## src/rtl/hour_bcd_updown_counter.sv

```systemverilog
// BCD hour counter (00-23), up/down with synchronous load and a 12-hour decode.
// One-cycle latency for count and pulse outputs; no backpressure (every tick is accepted).
module hour_bcd_updown_counter #(
  parameter bit H12_ZERO_AS_12 = 1'b1
) (
  input  logic       clk,
  input  logic       rst_n,
  input  logic       en,
  input  logic       tick_in,
  input  logic       dir,
  input  logic       load,
  input  logic [3:0] load_unit,
  input  logic [1:0] load_ten,
  output logic [3:0] count_H_unit,
  output logic [1:0] count_H_ten,
  output logic       wrap_out,
  output logic       load_err,
  output logic [3:0] hr12_unit,
  output logic       hr12_ten,
  output logic       pm
);

  logic [3:0] unit_q, unit_d;
  logic [1:0] ten_q, ten_d;
  logic       wrap_q, wrap_d;
  logic       err_q, err_d;

  logic       load_ok;
  logic       step;
  logic       at_max;
  logic       at_min;
  logic [3:0] up_unit, dn_unit;
  logic [1:0] up_ten, dn_ten;

  // Tens value 3 is never legal, and tens 2 only allows units 0-3.
  assign load_ok = (load_unit <= 4'd9) && (load_ten != 2'd3) &&
                   !((load_ten == 2'd2) && (load_unit > 4'd3));
  assign step    = en && tick_in && !load;
  assign at_max  = (ten_q == 2'd2) && (unit_q == 4'd3);
  assign at_min  = (ten_q == 2'd0) && (unit_q == 4'd0);

  always_comb begin
    up_unit = unit_q;
    up_ten  = ten_q;
    if (at_max) begin
      up_unit = 4'd0;
      up_ten  = 2'd0;
    end else if (unit_q == 4'd9) begin
      up_unit = 4'd0;
      up_ten  = ten_q + 2'd1;
    end else begin
      up_unit = unit_q + 4'd1;
    end
  end

  always_comb begin
    dn_unit = unit_q;
    dn_ten  = ten_q;
    if (unit_q != 4'd0) begin
      dn_unit = unit_q - 4'd1;
    end else if (ten_q != 2'd0) begin
      dn_unit = 4'd9;
      dn_ten  = ten_q - 2'd1;
    end else begin
      dn_unit = 4'd3;
      dn_ten  = 2'd2;
    end
  end

  // Load wins over a same-cycle tick; an invalid load also swallows that tick.
  always_comb begin
    unit_d = unit_q;
    ten_d  = ten_q;
    wrap_d = 1'b0;
    err_d  = 1'b0;
    if (load) begin
      if (load_ok) begin
        unit_d = load_unit;
        ten_d  = load_ten;
      end else begin
        err_d = 1'b1;
      end
    end else if (step) begin
      if (dir) begin
        unit_d = up_unit;
        ten_d  = up_ten;
        wrap_d = at_max;
      end else begin
        unit_d = dn_unit;
        ten_d  = dn_ten;
        wrap_d = at_min;
      end
    end
  end

  always_ff @(posedge clk or negedge rst_n) begin
    if (!rst_n) begin
      unit_q <= 4'd0;
      ten_q  <= 2'd0;
      wrap_q <= 1'b0;
      err_q  <= 1'b0;
    end else begin
      unit_q <= unit_d;
      ten_q  <= ten_d;
      wrap_q <= wrap_d;
      err_q  <= err_d;
    end
  end

  assign count_H_unit = unit_q;
  assign count_H_ten  = ten_q;
  assign wrap_out     = wrap_q;
  assign load_err     = err_q;

  // 12-hour view is a pure decode of the registered count.
  always_comb begin
    pm        = (ten_q == 2'd2) || ((ten_q == 2'd1) && (unit_q >= 4'd2));
    hr12_ten  = 1'b0;
    hr12_unit = unit_q;
    if (at_min) begin
      hr12_ten  = H12_ZERO_AS_12;
      hr12_unit = H12_ZERO_AS_12 ? 4'd2 : 4'd0;
    end else if (!pm) begin
      hr12_ten  = ten_q[0];
      hr12_unit = unit_q;
    end else if ((ten_q == 2'd1) && (unit_q == 4'd2)) begin
      hr12_ten  = 1'b1;
      hr12_unit = 4'd2;
    end else if (ten_q == 2'd1) begin
      hr12_unit = unit_q - 4'd2;
    end else if (unit_q <= 4'd1) begin
      hr12_unit = unit_q + 4'd8;
    end else begin
      hr12_ten  = 1'b1;
      hr12_unit = unit_q - 4'd2;
    end
  end

endmodule

```

## config.mk

```make
export PLATFORM = sky130hd
export DESIGN_NAME = hour_bcd_updown_counter
export DESIGN_NICKNAME = d
export VERILOG_FILES = /design/src/rtl/hour_bcd_updown_counter.sv
export SDC_FILE = /design/constraint.sdc
export NUM_CORES = 1
export LEC_CHECK = 0
export CORE_MARGIN = 1
export CORE_UTILIZATION = 30
export DETAILED_ROUTE_END_ITERATION = 8
export PLACE_DENSITY = 0.6
export SKIP_LAST_GASP = 1
export SYNTH_ARGS = -nofsm -noshare
export SYNTH_HDL_FRONTEND = slang
export SYNTH_SLANG_ARGS = --single-unit
export TNS_END_PERCENT = 30
```

## constraint.sdc

```tcl
create_clock -name clk -period 2.2 [get_ports clk]
set_input_delay 0.22 -clock clk [delete_from_list [all_inputs] [get_ports clk]]
set_output_delay 0.22 -clock clk [all_outputs]
set_load 0.01 [all_outputs]
```

Yosys cells after proc, flatten, opt, wreduce, memory -nomap -nowiden

Index checks and enable logic that the tools add are counted.

Bits in registers: 8
Input port bits: 12
Output and inout port bits: 14
Logic and storage cells: 74

Add/sub/neg operators: 6
$lt $le $gt $ge: 4
Equality and inequality tests: 10
Muxes and demuxes: 31
Reductions and logical operators: 19

Operators by type and width:

| operator                                                                         | count |
|---|---|
| 4-bit two-way mux                                                                | 13 |
| 2-bit two-way mux                                                                | 8 |
| 1-bit two-way mux                                                                | 10 |
| 1-bit logical AND                                                                | 9 |
| 4-bit by 2-bit equality test with 1-bit output, second input constant            | 2 |
| 4-bit by 1-bit adder with 4-bit output, second input constant                    | 1 |
| 4-bit adder, second input constant                                               | 1 |
| 2-bit equality test, second input constant                                       | 2 |
| 4-bit equality test, second input constant                                       | 1 |
| 4-bit by 2-bit >= comparator with 1-bit output, second input constant            | 1 |
| 4-bit by 2-bit greater-than comparator with 1-bit output, second input constant  | 1 |
| 4-bit by 1-bit less-or-equal comparator with 1-bit output, second input constant | 1 |
| 4-bit less-or-equal comparator, second input constant                            | 1 |
| 4-bit logical NOT                                                                | 1 |
| 4-bit by 1-bit inequality test with 1-bit output, second input constant          | 1 |
| 4-bit AND reduction                                                              | 1 |
| 2-bit nonzero test                                                               | 2 |
| 4-bit nonzero test                                                               | 1 |
| 4-bit by 1-bit subtractor with 4-bit output, second input constant               | 1 |
| 4-bit by 2-bit subtractor with 4-bit output, second input constant               | 1 |
| 3-bit inequality test, second input constant                                     | 1 |
| 2-bit by 1-bit adder with 2-bit output, second input constant                    | 1 |
| 2-bit by 1-bit equality test with 1-bit output, second input constant            | 1 |
| 1-bit logical NOT                                                                | 2 |
| other kinds (6)                                                                  | 6 |

Depth between registers and ports, before layout

Depth after elaboration: 6
Gate-level depth with buffers: 8
Depth with buffers taken out: 7

Worst setup path after synthesis

OpenSTA, ideal clock, no wires.

Path type: reg2out
Start point: register unit_q[1] (netlist: count_H_unit[1])
End point: output hr12_unit[2]
Arrival: 1675 ps
Required time: 1980 ps
Path slack: 305 ps
Stages on the path, launching flop included: 8
Buffers on the path: 1
Cell sequence: dfrtp_1 > buf_2 > inv_1 > ha_1 > o21bai_1 > a31oi_1 > o21ai_0 > a21oi_1

Longest elaborated chain between the ends: 6

Ends and longest elaborated chain:

| element                                                                   | line     | text |
|---|---|---|
| start, declared                                                           | 23       | `logic [3:0] unit_q, unit_d;` |
| start signal, assigned                                                    | 103      | `unit_q <= unit_d;` |
| 4-bit by 2-bit subtractor with 4-bit output, or another cell as far along | 130, 135 |  |
| 4-bit two-way mux                                                         | 131      | `end else if (unit_q <= 4'd1) begin` |
| 4-bit two-way mux                                                         | 129      | `end else if (ten_q == 2'd1) begin` |
| 4-bit two-way mux                                                         | 126      | `end else if ((ten_q == 2'd1) && (unit_q == 4'd2)) begin` |
| 4-bit two-way mux                                                         | 123      | `end else if (!pm) begin` |
| 4-bit two-way mux *                                                       | 120      | `if (at_min) begin` |
| end, declared                                                             | 18       | `output logic [3:0] hr12_unit,` |

Mark *: on every way between the ends. The rest lies on a longest branch, timed or not.

Final worst setup path

Ends and elaborated chain as after synthesis.

==> flow_summary_export.csv <==
group,metric,value,unit
status,outcome,"finished with violations",
status,violations,"setup timing",
timing,fin_skew,0.0113,ns
clock_tree,clk_latency,0.26,ns
routing,drt_first_iter_violations,25,
floorplanning,initial_core_util,31.5,%
logic_synthesis,synth_cell_type_count,41,
grt,grt_overflow_total,0,
power,clockPowerShare,8.1,%
cells_and_area,n_fill_cell,323,
power,seq_power_share,16.6,%
logic_synthesis,synth_top_cell_by_area,"dfrtp_1",
power,p_total,0.00145,W
timing,setup_viol,2,
cells_and_area,final_nets,176,
clock_tree,clk_pin_slew_worst_paths,0.06,ns
setup_path,arrival,2.14,ns
hold_path,hold_path.class,"in -> async",
logic_synthesis,synth_edf_count,0,
clock_tree,tritoncts,"built",
power,powerDensity,1050,mW/mm^2
routing,wl,2690,um
timing,slew-limit-headroom,67.8,%
routing,via_per_inst,5.11,
routing,drc,0,
placement,routabilityCongestion,0.889,
routing,drtPass1Iterations,4,
setup_path,r2r.worst_path.cells,9,
cells_and_area,regArea,201,um^2
logic_synthesis,async_flop_share,100,%
logic_synthesis,syn_area,961,um^2
clock_tree,cts-root-buf,"clkbuf_4",
timing,rsz0062_at_grt,"true",
timing,min_period,2.36,ns
clock_tree,cts_buffer_depth,2,
placement,portBuffers,25,
grt,grtUsageTotal,17.5,%
floorplanning,die_area,0.00343,mm^2
routing,via_count,1017,
setup_path,worst_ep_required_time,1.98,ns
logic_synthesis,postSynthAreaPerCell,7.94,um^2
cells_and_area,areaGrowthSynthToFinish,43.9,%
setup_path,worstReg2RegEnd,"count_H_ten[0]",
floorplanning,die_w,58.6,um
grt,grt_max_degree,15,
clock_tree,cts_buffers,3,
logic_synthesis,ys.warnings.count,0,
logic_synthesis,ys_top_cells_by_count,"nand2_1 (11), o21ai_0 (9), dfrtp_1 (8), inv_1 (8)",
logic_synthesis,yosys-top-cells-area,"dfrtp_1 (21%), ha_1 (9.1%), mux2i_1 (6.3%)",
power,p_int,0.000824,W
power,p_leak,0.583,nW
placement,hpwl,2090,um
timing,slew_violations,0,
logic_synthesis,synth_top_area_share,20.8,%
logic_synthesis,synthCells,121,
timing,worst_pin_slew,0.482,ns
clock_tree,hold_buffers,0,
clock_tree,cts_htree_levels,1,
placement,dp_slack,0.0171,ns
routing,wl_per_cell,13.5,um
timing,fin_ws,-0.161,ns
power,p_switching,0.000623,W
setup_path,critPathCaptureType,"output pin",
timing,hold_viol,0,
cells_and_area,final_core_util,45.3,%
logic_synthesis,yosysSeqAreaShare,20.8,%
floorplanning,rows,20,
clock_tree,cts.sinks,8,
placement,placed_cell_area,0.00133,mm^2
floorplanning,ios,26,
cells_and_area,antenna_cells,0,
setup_path,worstPathMaxFanout,4,
floorplanning,die_y,58.6,um
floorplanning,core_area,0.00305,mm^2
power,p_sw_share,43.1,%
logic_synthesis,synth_seq_cells,8,
logic_synthesis,syn-num-nets,140,
setup_path,critPathKind,"reg -> out",
setup_path,timing.rr.start,"count_H_ten[0]",
setup_path,r2r_slack,0.16,ns
cells_and_area,multi_input_area,687,um^2
grt,grt_pass1_vias,967,
cells_and_area,fin_area,0.00138,mm^2
grt,grt_pass1_wl,4610,um
timing,period_share,107,%
logic_synthesis,dominantRegCellSynth,"dfrtp_1",
logic_synthesis,synth_most_common_cell,"nand2_1",
power,power_frac_comb,75.4,%
flow_run,drv_cap,0,
cells_and_area,drive_above_1_share,22.6,%
routing,antenna_left,0,
timing,fmax,424,MHz
setup_path,worstSetupStartpointType,"flip-flop",
power,irDropWorstVdd,0.437,mV
grt,antenna_found_initial,0,
==> how the worst max path moves through the flow <==
stage | start | to | slack [ns] | depth (start not counted)
finish | count_H_unit[1] | hr12_unit[2] | -0.16 | 6
global route | count_H_ten[1] | hr12_unit[2] | -0.29 | 8
CTS | count_H_unit[1] | hr12_ten | -0.19 | 5
detailed placement | count_H_ten[1] | hr12_unit[3] | 0.02 | 5
global placement | count_H_ten[1] | hr12_unit[2] | 0.005 | 7
floorplan | count_H_unit[1] | hr12_unit[2] | 0.31 | 7
==> worst max-delay path: stages, from the launching register on <==
cell and delay (ns):
dfrtp_1 0.40, or3_4 0.40, buf_4 0.16, a31oi_1 0.15
o21ai_0 0.10, a21oi_1 0.12, clkdlybuf4s50_1 0.54
==> state kept, by name, indices dropped and copies added (netlist names) <==
register and cells:
count_H_unit 4, wrap_out 1, load_err 1, count_H_ten 2
==> cells by family (layout without fill, tap and decap cells) <==
logic type | after synthesis | count (layout) | synth area share [%]
AO/OA/AOI/OAI | 39 | 39 | 27.9
AND/OR/NAND/NOR | 36 | 36 | 21.4
buffers and inverters | 20 | 54 | 9.50
adder cells (fa/ha/maj) | 8 | 8 | 10.3
flip-flops | 8 | 8 | 20.8
multiplexers | 7 | 7 | 7.42
XOR/XNOR | 3 | 3 | 2.73
==> power by group through the flow <==
stage	sequential [W]	clock (W)	combinational [W]
2_1_floorplan	0.000242	0	0.000599
3_3_place_gp	0.000231	0	0.00106
3_5_place_dp	0.000233	0	0.00107
4_1_cts	0.000232	0.000123	0.00107
5_1_grt	0.000246	0.000135	0.00120
6_report	0.000240	0.000117	0.00109
==> metal layers <==
layer / up-vias / GRT usage, % / part of all wire [%]
li1: 505 / - / -
met5: - / 0 / 0
met1: 482 / 24.4 / 47
met3: 2 / 3.96 / 4.4
met4: 0 / 3.06 / 0.34
met2: 28 / 28.1 / 48
==> metrics by stage <==
stage,std cells,hold slack [ns],setup TNS (ns)
after floorplan,121,-0.0756,0
after global placement,195,0.554,0
after detailed placement,195,0.560,0
after CTS,198,0.274,-0.489
after global routing,199,0.294,-0.573
final,199,0.261,-0.275
==> cells in the final DEF (no fill, tap or decap), types with 5 or more instances in the layout <==
master,count
inv_1,7
a21oi_1,6
dfrtp_1,7
mux2i_1,6
ha_1,5
nand2_1,11
buf_4,18
clkdlybuf4s50_1,23
o21ai_0,9
==> layout make-up <==
class                   count  area share, %
flip-flops and latches      8           14.6
repair buffers             43           28.0
inverters                   8           2.17
clock buffers               3           1.63
multi-input cells          93           49.7
well taps                  44           3.98
==> timing repair <==
item | in CTS | in global routing
buffers inserted | 0 | 1
gates resized for setup | 2 | 6
endpoints found under the setup margin | 4 | 6
Note: power is estimated with default switching activity, not from simulation.
==> edit (same settings) <==
Remove the register `err_q`: a continuous assignment takes its place, so the output `load_err` follows one clock earlier.
--- a/src/rtl/hour_bcd_updown_counter.sv
+++ b/src/rtl/hour_bcd_updown_counter.sv
@@ -98,14 +98,14 @@
       unit_q <= 4'd0;
       ten_q  <= 2'd0;
       wrap_q <= 1'b0;
-      err_q  <= 1'b0;
     end else begin
       unit_q <= unit_d;
       ten_q  <= ten_d;
       wrap_q <= wrap_d;
-      err_q  <= err_d;
     end
   end
+
+  assign err_q = err_d;
 
   assign count_H_unit = unit_q;
   assign count_H_ten  = ten_q;
Formal check against the unedited RTL: not equivalent (Yosys sat finds a counterexample within 4 cycles, from zero or initial values and one cycle with rst_n low).
==> edit against the unedited design <==
The run still ends with setup timing left; synthesized area fell by 4.7%; first-iteration DRC count fell by 20%; non-clock buffer count grew 6; critical endpoint is now hr12_unit[1]; largest power group unchanged; sequential cell count shrank 1; count of clock-buffer cells in the layout grew 1; worst hold slack got worse by 0.026 ns; total power is 3.3% lower; cell area down 0.91%; setup slack improved by 0.056 ns; cell count shrank 4.5%; wire length is 3.8% higher.
==> edit: results (changes against the unedited design) <==
[route]
wl_met2_um = 1340  ; +4.1%
post_drt_wl_per_cell_um = 14.7  ; +8.7%
wl_met1_um = 1320  ; +4.3%
met3WireLength_um = 63  ; -46%
dr.first_iter.drc_count = 20  ; -20%
viasPerCell = 5.38  ; +5.3%
top_layer_used = met4
first_pass_iters = 4  ; unchanged

[global_route]
grt_max_degree = 19  ; +4
grt_usage_pct = 18.1  ; +0.60 points
grt_first_pass_wirelength_um = 4600  ; -0.30%
antenna_found_initial = 0  ; unchanged
grt_pass1_vias = 1005  ; +3.9%

[cts]
cts_buffers = 3  ; unchanged
clk_pin_slew_ns = 0.06  ; about the same
post_cts_buffers = 6  ; +6
cts_resized = 7  ; +5

[sta]
whs_ns = 0.235  ; -0.0264 ns
setup_viol = 2  ; unchanged
finClkSkew_ns = 0.00509  ; -0.00623 ns
setup_slack_ns = -0.105  ; +0.0562 ns
worst_pin_slew_ns = 0.452  ; -0.0301 ns

[yosys]
yosysMostFrequentCell = inv_1
ys_async_sr_fraction_pct = 100  ; unchanged
synth_nets = 136  ; -2.9%
ys_top_cells_by_area = dfrtp_1, ha_1, mux2i_1
ys_ff_latch = 7  ; -1
synth.distinct_cells = 39  ; -4.9%
seq_area_frac_synth_pct = 19.1  ; -1.7 points
synth-edff-count = 0  ; unchanged

[cells_and_area]
n_antenna_cell = 0  ; unchanged
layout.nets = 179  ; +1.7%
largest_register_ffs = 4  ; unchanged
drive_above_1_share_pct = 22.0  ; -0.57 points

[worst_setup_path]
critPathArrivalTime_ns = 2.08  ; -0.06 ns
worstReg2RegStart = count_H_unit[1]$_DFFE_PN0P_
rr_worst_depth = 8  ; -1
cp_max_fo = 4  ; unchanged
ff2ff_setup_slack_ns = 0.29  ; +0.13 ns
r2r_end = count_H_unit[3]$_DFFE_PN0P_

[power_and_ir_drop]
p_leak_nw = 0.639  ; +9.7%
irDropWorstVdd_mv = 0.532  ; +22%

[placed_design]
gp_congestion = 0.842  ; -5.2%
dpl_worst_slack_ns = 0.0179  ; +0.000841 ns
dp_hpwl_um = 2080  ; -0.57%

[outcome]
status = finished, violations left
violations = setup timing

[edit: cell types whose count changed in the layout (fill, tap and decap cells not counted), sizes merged, moves of 2 or more]
cell and delta:
nand2b +2, and3b +2, nand2 -7, a22o +3, nand3 +3, a221oi -2, dlygate4sd2 +2, o211ai -2
buf +6, clkdlybuf4s50 -2
[edit: cells by family (layout without fill, tap and decap cells)]
kind of cell               after synthesis  count (layout)  synth area share, %
AOI/OAI and AO/OA                       38              38                 28.0
and+or+nand+nor                         38              38                 25.5
buffers and inverters                   20              62                 10.4
adders and majority gates                7               7                 9.56
DFF                                      7               7                 19.1
muxes                                    5               5                 5.46
xor gates and xnor gates                 2               2                 1.91
[edit: cell type report]
class                      count  area, µm²
inverter                       9       33.8
clock buffer                   4       26.3
fill                         276       1460
sequential                     7        175
multi-input combinational     90        667
tap                           31       38.8
timing repair buffer          49        429
[edit: routing by layer]
metal | global-route usage (%) | vias up
met3 | 2.72 | 6
met2 | 30.6 | 19
met4 | 6.97 | 0
li1 | - | 509
met1 | 23.3 | 488
met5 | 0 | -
[edit: through the flow]
step | instances | cell area, µm² | utilization [%] | TNS, ns
after floorplan | 117 | 916 | - | 0
after global placement | 179 | 1270 | 44.9 | 0
after detailed placement | 179 | 1270 | 44.9 | 0
after CTS | 189 | 1360 | 48.1 | -0.263
after global routing | 190 | 1370 | 48.4 | -0.316
final | 190 | 1370 | 48.4 | -0.167
[edit: worst max path at each step]
| stage | startpoint | endpoint | slack (ns) | cells after the start |
|---|---|---|---|---|
| 6_report | count_H_unit[1]$_DFFE_PN0P_ | hr12_unit[1] | -0.10 | 7 |
| 5_1_grt | count_H_unit[1]$_DFFE_PN0P_ | hr12_unit[1] | -0.19 | 7 |
| 4_1_cts | count_H_unit[1]$_DFFE_PN0P_ | hr12_unit[3] | -0.16 | 6 |
| 3_5_place_dp | count_H_ten[1]$_DFFE_PN0P_ | hr12_unit[3] | 0.02 | 6 |
| 3_3_place_gp | count_H_unit[1]$_DFFE_PN0P_ | hr12_unit[2] | 0.06 | 7 |
| 2_1_floorplan | count_H_unit[1]$_DFFE_PN0P_ | hr12_unit[3] | 0.28 | 5 |
[edit: report_power, final]
group | switching, mW | internal, mW | leakage (nW) | total, mW
Clock | 0.0567 | 0.0698 | 0.0150 | 0.127
Combinational | 0.518 | 0.561 | 0.539 | 1.08
Sequential | 0.0293 | 0.164 | 0.0857 | 0.194
[edit: worst max-delay path, stage by stage (launching register included)]
cell           delay [ns]
dfrtp_1              0.40
or3_1                0.41
buf_4                0.17
nor3b_4              0.25
buf_4                0.15
buf_4                0.10
a21o_1               0.08
dlygate4sd2_1        0.26
